[src/rtl/ctrl_pkg.sv]
// Shared definitions for the CHARIS multicycle controller: state encoding,
// opcode constants and ALU operation codes.
package ctrl_pkg;

  localparam int MEM_WAIT_MAX_DEF = 15;

  typedef enum logic [3:0] {
    S_IDLE,
    S_FETCH,
    S_DEC,
    S_EXEC_R,
    S_EXEC_I,
    S_MEM_ADDR,
    S_MEM_RD,
    S_MEM_WR,
    S_WB_ALU,
    S_WB_MEM,
    S_BRANCH
  } state_t;

  localparam logic [5:0] OP_RTYPE = 6'b100000;
  localparam logic [5:0] OP_LI    = 6'b111000;
  localparam logic [5:0] OP_LUI   = 6'b111001;
  localparam logic [5:0] OP_ADDI  = 6'b110000;
  localparam logic [5:0] OP_NANDI = 6'b110010;
  localparam logic [5:0] OP_ORI   = 6'b110011;
  localparam logic [5:0] OP_LB    = 6'b000011;
  localparam logic [5:0] OP_SB    = 6'b000111;
  localparam logic [5:0] OP_LW    = 6'b001111;
  localparam logic [5:0] OP_SW    = 6'b011111;
  localparam logic [5:0] OP_B     = 6'b111111;
  localparam logic [5:0] OP_BEQ   = 6'b000000;
  localparam logic [5:0] OP_BNE   = 6'b000001;

  localparam logic [3:0] ALU_ADD  = 4'b0000;
  localparam logic [3:0] ALU_SUB  = 4'b0001;
  localparam logic [3:0] ALU_OR   = 4'b0011;
  localparam logic [3:0] ALU_NAND = 4'b0101;

  // Function codes the ALU actually implements (low nibble of the func field).
  function automatic logic func_legal(input logic [3:0] f);
    return f inside {4'h0, 4'h1, 4'h2, 4'h3, 4'h4, 4'h5, 4'h8, 4'h9, 4'hA};
  endfunction

endpackage

[src/rtl/multicycle_control_if.sv]
// Control/status bundle between the multicycle controller and the datapath.
interface multicycle_control_if;

  logic [5:0] Instr_op;
  logic [5:0] Instr_func;
  logic       ALU_zero;
  logic       MEM_Ack;

  logic       IR_LdEn;
  logic       PC_LdEn;
  logic       PC_sel;
  logic       RF_WrEn;
  logic       RF_WrData_sel;
  logic       RF_B_sel;
  logic       ALU_Bin_sel;
  logic [3:0] ALU_func;
  logic       MEM_RdEn;
  logic       MEM_WrEn;
  logic       ByteOp;
  logic       Illegal;
  logic       Mem_Err;

  modport master (
    input  Instr_op, Instr_func, ALU_zero, MEM_Ack,
    output IR_LdEn, PC_LdEn, PC_sel, RF_WrEn, RF_WrData_sel, RF_B_sel,
           ALU_Bin_sel, ALU_func, MEM_RdEn, MEM_WrEn, ByteOp, Illegal, Mem_Err
  );

  modport slave (
    output Instr_op, Instr_func, ALU_zero, MEM_Ack,
    input  IR_LdEn, PC_LdEn, PC_sel, RF_WrEn, RF_WrData_sel, RF_B_sel,
           ALU_Bin_sel, ALU_func, MEM_RdEn, MEM_WrEn, ByteOp, Illegal, Mem_Err
  );

endinterface

[src/rtl/ctrl_opdecode.sv]
// Combinational classifier for the instruction held in IR: instruction class,
// branch flavour, access width and the ALU operation for the execute step.
module ctrl_opdecode
  import ctrl_pkg::*;
(
  input  logic [5:0] op,
  input  logic [5:0] func,
  output logic       is_r,
  output logic       is_imm,
  output logic       is_load,
  output logic       is_store,
  output logic       is_branch,
  output logic       is_illegal,
  output logic       bad_func,
  output logic       is_byte,
  output logic       br_uncond,
  output logic       br_eq,
  output logic       br_ne,
  output logic [3:0] alu_code
);

  // Only the low nibble selects the ALU operation.
  logic unused_func_hi;
  assign unused_func_hi = ^func[5:4];

  always_comb begin
    is_r       = 1'b0;
    is_imm     = 1'b0;
    is_load    = 1'b0;
    is_store   = 1'b0;
    is_branch  = 1'b0;
    is_illegal = 1'b0;
    bad_func   = 1'b0;
    is_byte    = 1'b0;
    br_uncond  = 1'b0;
    br_eq      = 1'b0;
    br_ne      = 1'b0;
    alu_code   = ALU_ADD;
    case (op)
      OP_RTYPE: begin
        is_r     = 1'b1;
        alu_code = func[3:0];
        bad_func = !func_legal(func[3:0]);
      end
      OP_LI, OP_LUI, OP_ADDI: is_imm = 1'b1;
      OP_NANDI: begin
        is_imm   = 1'b1;
        alu_code = ALU_NAND;
      end
      OP_ORI: begin
        is_imm   = 1'b1;
        alu_code = ALU_OR;
      end
      OP_LB: begin
        is_load = 1'b1;
        is_byte = 1'b1;
      end
      OP_LW: is_load = 1'b1;
      OP_SB: begin
        is_store = 1'b1;
        is_byte  = 1'b1;
      end
      OP_SW: is_store = 1'b1;
      OP_B: begin
        is_branch = 1'b1;
        br_uncond = 1'b1;
      end
      OP_BEQ: begin
        is_branch = 1'b1;
        br_eq     = 1'b1;
      end
      OP_BNE: begin
        is_branch = 1'b1;
        br_ne     = 1'b1;
      end
      default: is_illegal = 1'b1;
    endcase
  end

endmodule

[src/rtl/multicycle_control.sv]
// Multicycle sequencer for CHARIS instructions: fetch, decode, execute,
// memory and write-back strobes for the datapath, with a memory-ack timeout.
//
// state      | meaning
// S_IDLE     | out of reset, all strobes low
// S_FETCH    | load IR
// S_DEC      | classify opcode, read RF; unknown opcode skips to next word
// S_EXEC_R   | register ALU op (func field); unknown func skips
// S_EXEC_I   | immediate ALU op
// S_MEM_ADDR | effective address = rs + Immed
// S_MEM_RD   | read request held until MEM_Ack or timeout
// S_MEM_WR   | write request held until MEM_Ack or timeout
// S_WB_ALU   | write ALU result, PC+4
// S_WB_MEM   | write memory data, PC+4
// S_BRANCH   | compare via sub, select PC target
module multicycle_control
  import ctrl_pkg::*;
#(
  parameter int MEM_WAIT_MAX = MEM_WAIT_MAX_DEF
) (
  input logic                  Clk,
  input logic                  Rst_n,
  multicycle_control_if.master bus
);

  localparam int CNT_W = $clog2(MEM_WAIT_MAX + 1);
  localparam logic [CNT_W-1:0] WAIT_LIM = CNT_W'(MEM_WAIT_MAX);

  state_t           state, state_nxt;
  logic [CNT_W-1:0] wait_cnt;

  logic       is_r, is_imm, is_load, is_store, is_branch, is_illegal;
  logic       bad_func, is_byte, br_uncond, br_eq, br_ne;
  logic [3:0] alu_code;

  ctrl_opdecode u_opdecode (
    .op         (bus.Instr_op),
    .func       (bus.Instr_func),
    .is_r       (is_r),
    .is_imm     (is_imm),
    .is_load    (is_load),
    .is_store   (is_store),
    .is_branch  (is_branch),
    .is_illegal (is_illegal),
    .bad_func   (bad_func),
    .is_byte    (is_byte),
    .br_uncond  (br_uncond),
    .br_eq      (br_eq),
    .br_ne      (br_ne),
    .alu_code   (alu_code)
  );

  logic mem_state, mem_ack, mem_timeout;
  assign mem_state   = (state == S_MEM_RD) || (state == S_MEM_WR);
  assign mem_ack     = mem_state && bus.MEM_Ack;
  // An ack arriving on the limit cycle still completes the access.
  assign mem_timeout = mem_state && !bus.MEM_Ack && (wait_cnt == WAIT_LIM);

  always_ff @(posedge Clk or negedge Rst_n) begin
    if (!Rst_n) begin
      state <= S_IDLE;
    end else begin
      state <= state_nxt;
    end
  end

  always_ff @(posedge Clk or negedge Rst_n) begin
    if (!Rst_n) begin
      wait_cnt <= '0;
    end else if (!mem_state) begin
      wait_cnt <= '0;
    end else if (!bus.MEM_Ack && (wait_cnt != WAIT_LIM)) begin
      wait_cnt <= wait_cnt + 1'b1;
    end
  end

  always_comb begin
    state_nxt = state;
    case (state)
      S_IDLE:  state_nxt = S_FETCH;
      S_FETCH: state_nxt = S_DEC;
      S_DEC: begin
        if (is_r)                     state_nxt = S_EXEC_R;
        else if (is_imm)              state_nxt = S_EXEC_I;
        else if (is_load || is_store) state_nxt = S_MEM_ADDR;
        else if (is_branch)           state_nxt = S_BRANCH;
        else                          state_nxt = S_FETCH;
      end
      S_EXEC_R:   state_nxt = bad_func ? S_FETCH : S_WB_ALU;
      S_EXEC_I:   state_nxt = S_WB_ALU;
      S_MEM_ADDR: state_nxt = is_load ? S_MEM_RD : S_MEM_WR;
      S_MEM_RD: begin
        if (mem_ack)          state_nxt = S_WB_MEM;
        else if (mem_timeout) state_nxt = S_FETCH;
      end
      S_MEM_WR: begin
        if (mem_ack || mem_timeout) state_nxt = S_FETCH;
      end
      S_WB_ALU, S_WB_MEM, S_BRANCH: state_nxt = S_FETCH;
      default: state_nxt = S_IDLE;
    endcase
  end

  always_comb begin
    bus.IR_LdEn       = 1'b0;
    bus.PC_LdEn       = 1'b0;
    bus.PC_sel        = 1'b0;
    bus.RF_WrEn       = 1'b0;
    bus.RF_WrData_sel = 1'b0;
    bus.RF_B_sel      = 1'b0;
    bus.ALU_Bin_sel   = 1'b0;
    bus.ALU_func      = ALU_ADD;
    bus.MEM_RdEn      = 1'b0;
    bus.MEM_WrEn      = 1'b0;
    bus.ByteOp        = 1'b0;
    bus.Illegal       = 1'b0;
    bus.Mem_Err       = 1'b0;
    case (state)
      S_FETCH: bus.IR_LdEn = 1'b1;
      S_DEC: begin
        bus.RF_B_sel = is_store || is_branch;
        bus.Illegal  = is_illegal;
        bus.PC_LdEn  = is_illegal;
      end
      S_EXEC_R: begin
        bus.ALU_func = alu_code;
        bus.Illegal  = bad_func;
        bus.PC_LdEn  = bad_func;
      end
      S_EXEC_I: begin
        bus.ALU_Bin_sel = 1'b1;
        bus.ALU_func    = alu_code;
      end
      S_MEM_ADDR: begin
        bus.ALU_Bin_sel = 1'b1;
        bus.RF_B_sel    = is_store;
        bus.ByteOp      = is_byte;
      end
      S_MEM_RD: begin
        bus.MEM_RdEn = 1'b1;
        bus.ByteOp   = is_byte;
        bus.Mem_Err  = mem_timeout;
        bus.PC_LdEn  = mem_timeout;
      end
      S_MEM_WR: begin
        bus.MEM_WrEn = 1'b1;
        bus.RF_B_sel = 1'b1;
        bus.ByteOp   = is_byte;
        bus.Mem_Err  = mem_timeout;
        bus.PC_LdEn  = mem_ack || mem_timeout;
      end
      S_WB_ALU: begin
        bus.RF_WrEn = 1'b1;
        bus.PC_LdEn = 1'b1;
      end
      S_WB_MEM: begin
        bus.RF_WrEn       = 1'b1;
        bus.PC_LdEn       = 1'b1;
        bus.RF_WrData_sel = 1'b1;
        bus.ByteOp        = is_byte;
      end
      S_BRANCH: begin
        bus.ALU_func = ALU_SUB;
        bus.RF_B_sel = 1'b1;
        bus.PC_LdEn  = 1'b1;
        bus.PC_sel   = br_uncond || (br_eq && bus.ALU_zero) || (br_ne && !bus.ALU_zero);
      end
      default: ;
    endcase
  end

endmodule

[src/flat_wrapper.sv]
// flat-port wrapper written by rule: the top's interface ports become plain ports
module multicycle_control_flat import ctrl_pkg::*;
#(
  parameter int MEM_WAIT_MAX = MEM_WAIT_MAX_DEF
)
  (Clk, Rst_n, bus_Instr_op, bus_Instr_func, bus_ALU_zero, bus_MEM_Ack, bus_IR_LdEn, bus_PC_LdEn, bus_PC_sel, bus_RF_WrEn, bus_RF_WrData_sel, bus_RF_B_sel, bus_ALU_Bin_sel, bus_ALU_func, bus_MEM_RdEn, bus_MEM_WrEn, bus_ByteOp, bus_Illegal, bus_Mem_Err);
  multicycle_control_if bus_i ();
  input logic Clk;
  input logic Rst_n;
  input wire logic [$bits(bus_i.Instr_op)-1:0] bus_Instr_op;
  input wire logic [$bits(bus_i.Instr_func)-1:0] bus_Instr_func;
  input wire logic [$bits(bus_i.ALU_zero)-1:0] bus_ALU_zero;
  input wire logic [$bits(bus_i.MEM_Ack)-1:0] bus_MEM_Ack;
  output wire logic [$bits(bus_i.IR_LdEn)-1:0] bus_IR_LdEn;
  output wire logic [$bits(bus_i.PC_LdEn)-1:0] bus_PC_LdEn;
  output wire logic [$bits(bus_i.PC_sel)-1:0] bus_PC_sel;
  output wire logic [$bits(bus_i.RF_WrEn)-1:0] bus_RF_WrEn;
  output wire logic [$bits(bus_i.RF_WrData_sel)-1:0] bus_RF_WrData_sel;
  output wire logic [$bits(bus_i.RF_B_sel)-1:0] bus_RF_B_sel;
  output wire logic [$bits(bus_i.ALU_Bin_sel)-1:0] bus_ALU_Bin_sel;
  output wire logic [$bits(bus_i.ALU_func)-1:0] bus_ALU_func;
  output wire logic [$bits(bus_i.MEM_RdEn)-1:0] bus_MEM_RdEn;
  output wire logic [$bits(bus_i.MEM_WrEn)-1:0] bus_MEM_WrEn;
  output wire logic [$bits(bus_i.ByteOp)-1:0] bus_ByteOp;
  output wire logic [$bits(bus_i.Illegal)-1:0] bus_Illegal;
  output wire logic [$bits(bus_i.Mem_Err)-1:0] bus_Mem_Err;
  assign bus_i.Instr_op = bus_Instr_op;
  assign bus_i.Instr_func = bus_Instr_func;
  assign bus_i.ALU_zero = bus_ALU_zero;
  assign bus_i.MEM_Ack = bus_MEM_Ack;
  assign bus_IR_LdEn = bus_i.IR_LdEn;
  assign bus_PC_LdEn = bus_i.PC_LdEn;
  assign bus_PC_sel = bus_i.PC_sel;
  assign bus_RF_WrEn = bus_i.RF_WrEn;
  assign bus_RF_WrData_sel = bus_i.RF_WrData_sel;
  assign bus_RF_B_sel = bus_i.RF_B_sel;
  assign bus_ALU_Bin_sel = bus_i.ALU_Bin_sel;
  assign bus_ALU_func = bus_i.ALU_func;
  assign bus_MEM_RdEn = bus_i.MEM_RdEn;
  assign bus_MEM_WrEn = bus_i.MEM_WrEn;
  assign bus_ByteOp = bus_i.ByteOp;
  assign bus_Illegal = bus_i.Illegal;
  assign bus_Mem_Err = bus_i.Mem_Err;
  multicycle_control #(.MEM_WAIT_MAX(MEM_WAIT_MAX)) u_core (.Clk(Clk), .Rst_n(Rst_n), .bus(bus_i));
endmodule
[config.mk]
export PLATFORM = sky130hd
export DESIGN_NAME = multicycle_control_flat
export DESIGN_NICKNAME = d
export VERILOG_FILES = /design/src/rtl/ctrl_pkg.sv /design/src/rtl/multicycle_control_if.sv /design/src/rtl/ctrl_opdecode.sv /design/src/rtl/multicycle_control.sv /design/src/flat_wrapper.sv
export SDC_FILE = /design/constraint.sdc
export NUM_CORES = 1
export LEC_CHECK = 0
export CORE_MARGIN = 2
export CORE_UTILIZATION = 47
export CTS_CLUSTER_SIZE = 28
export DETAILED_ROUTE_END_ITERATION = 12
export HOLD_SLACK_MARGIN = 0.08
export MAX_ROUTING_LAYER = met4
export PLACE_DENSITY = 0.84
export REMOVE_ABC_BUFFERS = 1
export SLEW_MARGIN = 40
export SYNTH_ARGS = -nofsm -noshare
export SYNTH_HDL_FRONTEND = slang
export SYNTH_SLANG_ARGS = --single-unit
[constraint.sdc]
create_clock -name Clk -period 3.7 [get_ports Clk]
set_input_delay 0.37 -clock Clk [delete_from_list [all_inputs] [get_ports Clk]]
set_output_delay 0.37 -clock Clk [all_outputs]
set_load 0.005 [all_outputs]
==> results.txt <==
outcome = finished, final reports clean
multi-input logic area = 617 sq um
filler cell count = 172
Max Freq = 327 MHz
largest family of logic cells by synthesized area = simple AND/OR/NAND/NOR gates
vias in the first global route = 845
Final Hold Fails = 0
most numerous cell on the critical path = clkdlybuf4s50_1
Initial Util = 0.499
syn avg cell area = 6.90 sq um
Crit path max-delay family = buffers and inverters
P&R area growth vs syn = 37.3%
r2r endpoint = u_core.state[0]
I/O pins = 32
unrepaired setup endpoints after global routing = no
hold-fix buffers at CTS = 0
clk_skew = 0.000613 ns
Placed Area = 1160 sq um
Die ar. = 2190 sq um
buffers added on ports = 29
Mapped Area = 862 sq um
standard-cell rows = 15
Seq cells post-synth = 8
average vias per placed instance = 5.80
Req. time, crit path = 3.33 ns
max-slew violation count = 0
worst-path cell chain = clkdlybuf4s50_1 -> or4b_1 -> nor2_1 -> a21o_1 -> o21ai_0 -> o21ai_1 -> clkdlybuf4s50_1
Post-Synth Simple-Gate Area = 0.357
Synth Area in Adders = 0.0145
Worst-Margin Slew = 0.610 ns
post-route minimum period = 3.06 ns
total congestion overflow = 0
WP buf/inv = 2
Mapped Cells = 125
R2R depth = 3
Detailed Route WL = 2.33 mm
GP Congestion = 0.834
TritonCTS clock tree = built
share of layout cells above drive strength 1 = 0.0464
maximum root-to-sink buffer count = 2
complex-gate fraction of the synthesized area = 0.302
Pre-Repair DR Iteration Count = 4
CP max stage delay = 0.61 ns
H-tree Lvls = 1
XOR/XNOR Fraction of Synth Area = 0.0305
Core ar. = 1730 sq um
clock group share of total power = 0.128
largest net degree at the start of global routing = 18
first-pass GRT wire length = 3.59 mm
cts bufs inserted = 3
Worst-path clk slew = 0.05 ns
r2r startpoint = u_core.state[1]
Flop pwr share = 0.341
crit path launch type = input port
final instance area = 1180 sq um
diode count = 0
multiplexer area fraction after synthesis = 0.0116
critical path capture point type = output port
DIE WIDTH = 46.8 um
Final ANT Viol Nets = 0
Tightest Hold Check Type = in2async
Yosys warnings = 0
root buf cell = clkbuf_4
Critical Path AT = 2.69 ns
power density over the cells = 411 nW/um^2
Placed Cells = 173
Worst Setup Path Type = in2out
crit share post-route = 0.827
Sum Neg Setup Slack = 0 ns
post-synthesis sequential area ratio = 0.232
leak pwr = 0.000436 uW
Final HPWL DP = 1.82 mm
Non-Filler Instances = 176
P_sw = 211 uW
Post-CTS Resized = 0
# Post-CTS Setup Buffers = 0
FF-to-FF setup slack = 1.78 ns
initial antenna violation count = 0
clk_lat worst skew = 0.24 ns
Sw Share = 0.434
Crit Path Max Fanout = 8
ys async rst share = 1.00
final setup vio count = 0
total number of vias = 1,021
clk sinks = 8
nets = 170
Netlist cell types = 39
VDD IR max = 0.000386 V
FF/Latch Area = 200 sq um
DRC = 0
CP max-delay cell = clkdlybuf4s50_1
die height = 46.8 um
wire per inst = 13.2 um
number of synthesized flops with an enable pin = 0
total internal power = 275 uW
Logic pwr share = 0.531
Max-cap violations = 0
initial detailed-routing violation count = 27
Post-synth top flop = dfrtp_1
Worst slew margin = 0.583
GRT Util Overall = 0.240
[worst reg2reg max path: cells and delay by family (launching register included)]
| family | cells | cell delay, ns |
|---|---|---|
| simple gates | 1 | 0.59 |
| flops | 1 | 0.63 |
| compound gates | 1 | 0.44 |
| buf+inv | 1 | 0.11 |
[placed cells by master, fill, tap and decap left out, types with 2 or more instances in the layout]
cell type	synthesis	layout
a211oi_1	4	4
nor3_1	5	5
or2_2	2	2
o31ai_1	2	2
inv_1	6	6
xor2_1	2	2
nor3b_1	2	2
o311ai_0	2	2
a21o_1	3	3
nand2_1	13	13
clkbuf_4	0	3
dfrtp_1	8	8
o21ai_0	9	9
or4_1	2	2
nand3b_1	2	2
nand2b_1	3	3
nor2b_1	3	3
nor2_1	16	16
a21oi_1	12	12
clkdlybuf4s50_1	0	29
nand3_1	4	4
[power by group through the flow]
| stage | Sequential (uW) | Combinational (uW) | Clock (uW) |
|---|---|---|---|
| detailed placement | 164 | 258 | 0 |
| floorplan | 148 | 149 | 0 |
| CTS | 163 | 259 | 67.0 |
| global placement | 163 | 253 | 0 |
| global route | 169 | 286 | 70.8 |
| finish | 166 | 258 | 62.5 |
[stage by stage]
step | utilization | hold slack (ns) | total power, uW | setup slack, ns
after floorplan | - | 0.0744 | 297 | 1.82
after global placement | 0.672 | 0.538 | 415 | 0.683
after detailed placement | 0.672 | 0.558 | 422 | 0.672
after CTS | 0.686 | 0.395 | 489 | 0.657
after global routing | 0.686 | 0.404 | 526 | 0.424
final | 0.686 | 0.400 | 486 | 0.641
[synth_stat cells, drive strengths merged, types with 2 or more instances]
| cell | count | area share |
|---|---|---|
| nand3b | 2 | 0.017 |
| a21oi | 12 | 0.070 |
| nor2b | 4 | 0.032 |
| nand3 | 4 | 0.023 |
| o21ai | 10 | 0.058 |
| or2 | 2 | 0.015 |
| a211oi | 4 | 0.035 |
| o31ai | 2 | 0.017 |
| inv | 6 | 0.026 |
| clkbuf | 6 | 0.026 |
| o311ai | 2 | 0.020 |
| dfrtp | 8 | 0.23 |
| a21o | 3 | 0.026 |
| nor2 | 16 | 0.070 |
| nand2b | 3 | 0.022 |
| or4 | 2 | 0.017 |
| nor3b | 2 | 0.017 |
| nand2 | 13 | 0.057 |
| nor3 | 5 | 0.029 |
| xor2 | 2 | 0.020 |
[worst max-delay path by stage]
stage | startpoint | endpoint | slack [ns] | depth (start not counted)
after detailed placement | bus_Instr_op[5] | bus_ALU_func[0] | 0.67 | 7
after floorplan | bus_Instr_op[0] | bus_PC_LdEn | 1.82 | 5
after global placement | bus_Instr_op[5] | bus_ALU_func[0] | 0.68 | 7
final | bus_Instr_op[5] | bus_ALU_func[0] | 0.64 | 7
after CTS | bus_Instr_op[5] | bus_ALU_func[0] | 0.66 | 7
after global routing | bus_Instr_op[3] | bus_RF_B_sel | 0.42 | 6
[logic make-up after synthesis]
kind of cell / count (synthesis)
AO/OA/AOI/OAI: 41
XOR/XNOR: 3
adder cells (fa/ha/maj): 1
buffers and inverters: 12
flip-flops: 8
multiplexers: 1
AND/OR/NAND/NOR: 59
[state kept, by name (all words and copies together), names as in the netlist]
signal	count
u_core.state	4
u_core.wait_cnt	4
[per-layer routing]
metal  wire length, um  track usage  vias up
met2              1130        0.389       40
met1              1040        0.288      463
met5                 0            -        -
met3               113       0.0269        4
li1                  -            -      514
met4                33        0.133        0
[area by class of cell]
type,instances,area share
sequential,8,0.169
tap,25,0.0264
multi-input combinational,105,0.521
inverter,6,0.0190
timing repair buffer,29,0.245
clock buffer,3,0.0190
Note: power is estimated with default switching activity, not from simulation.
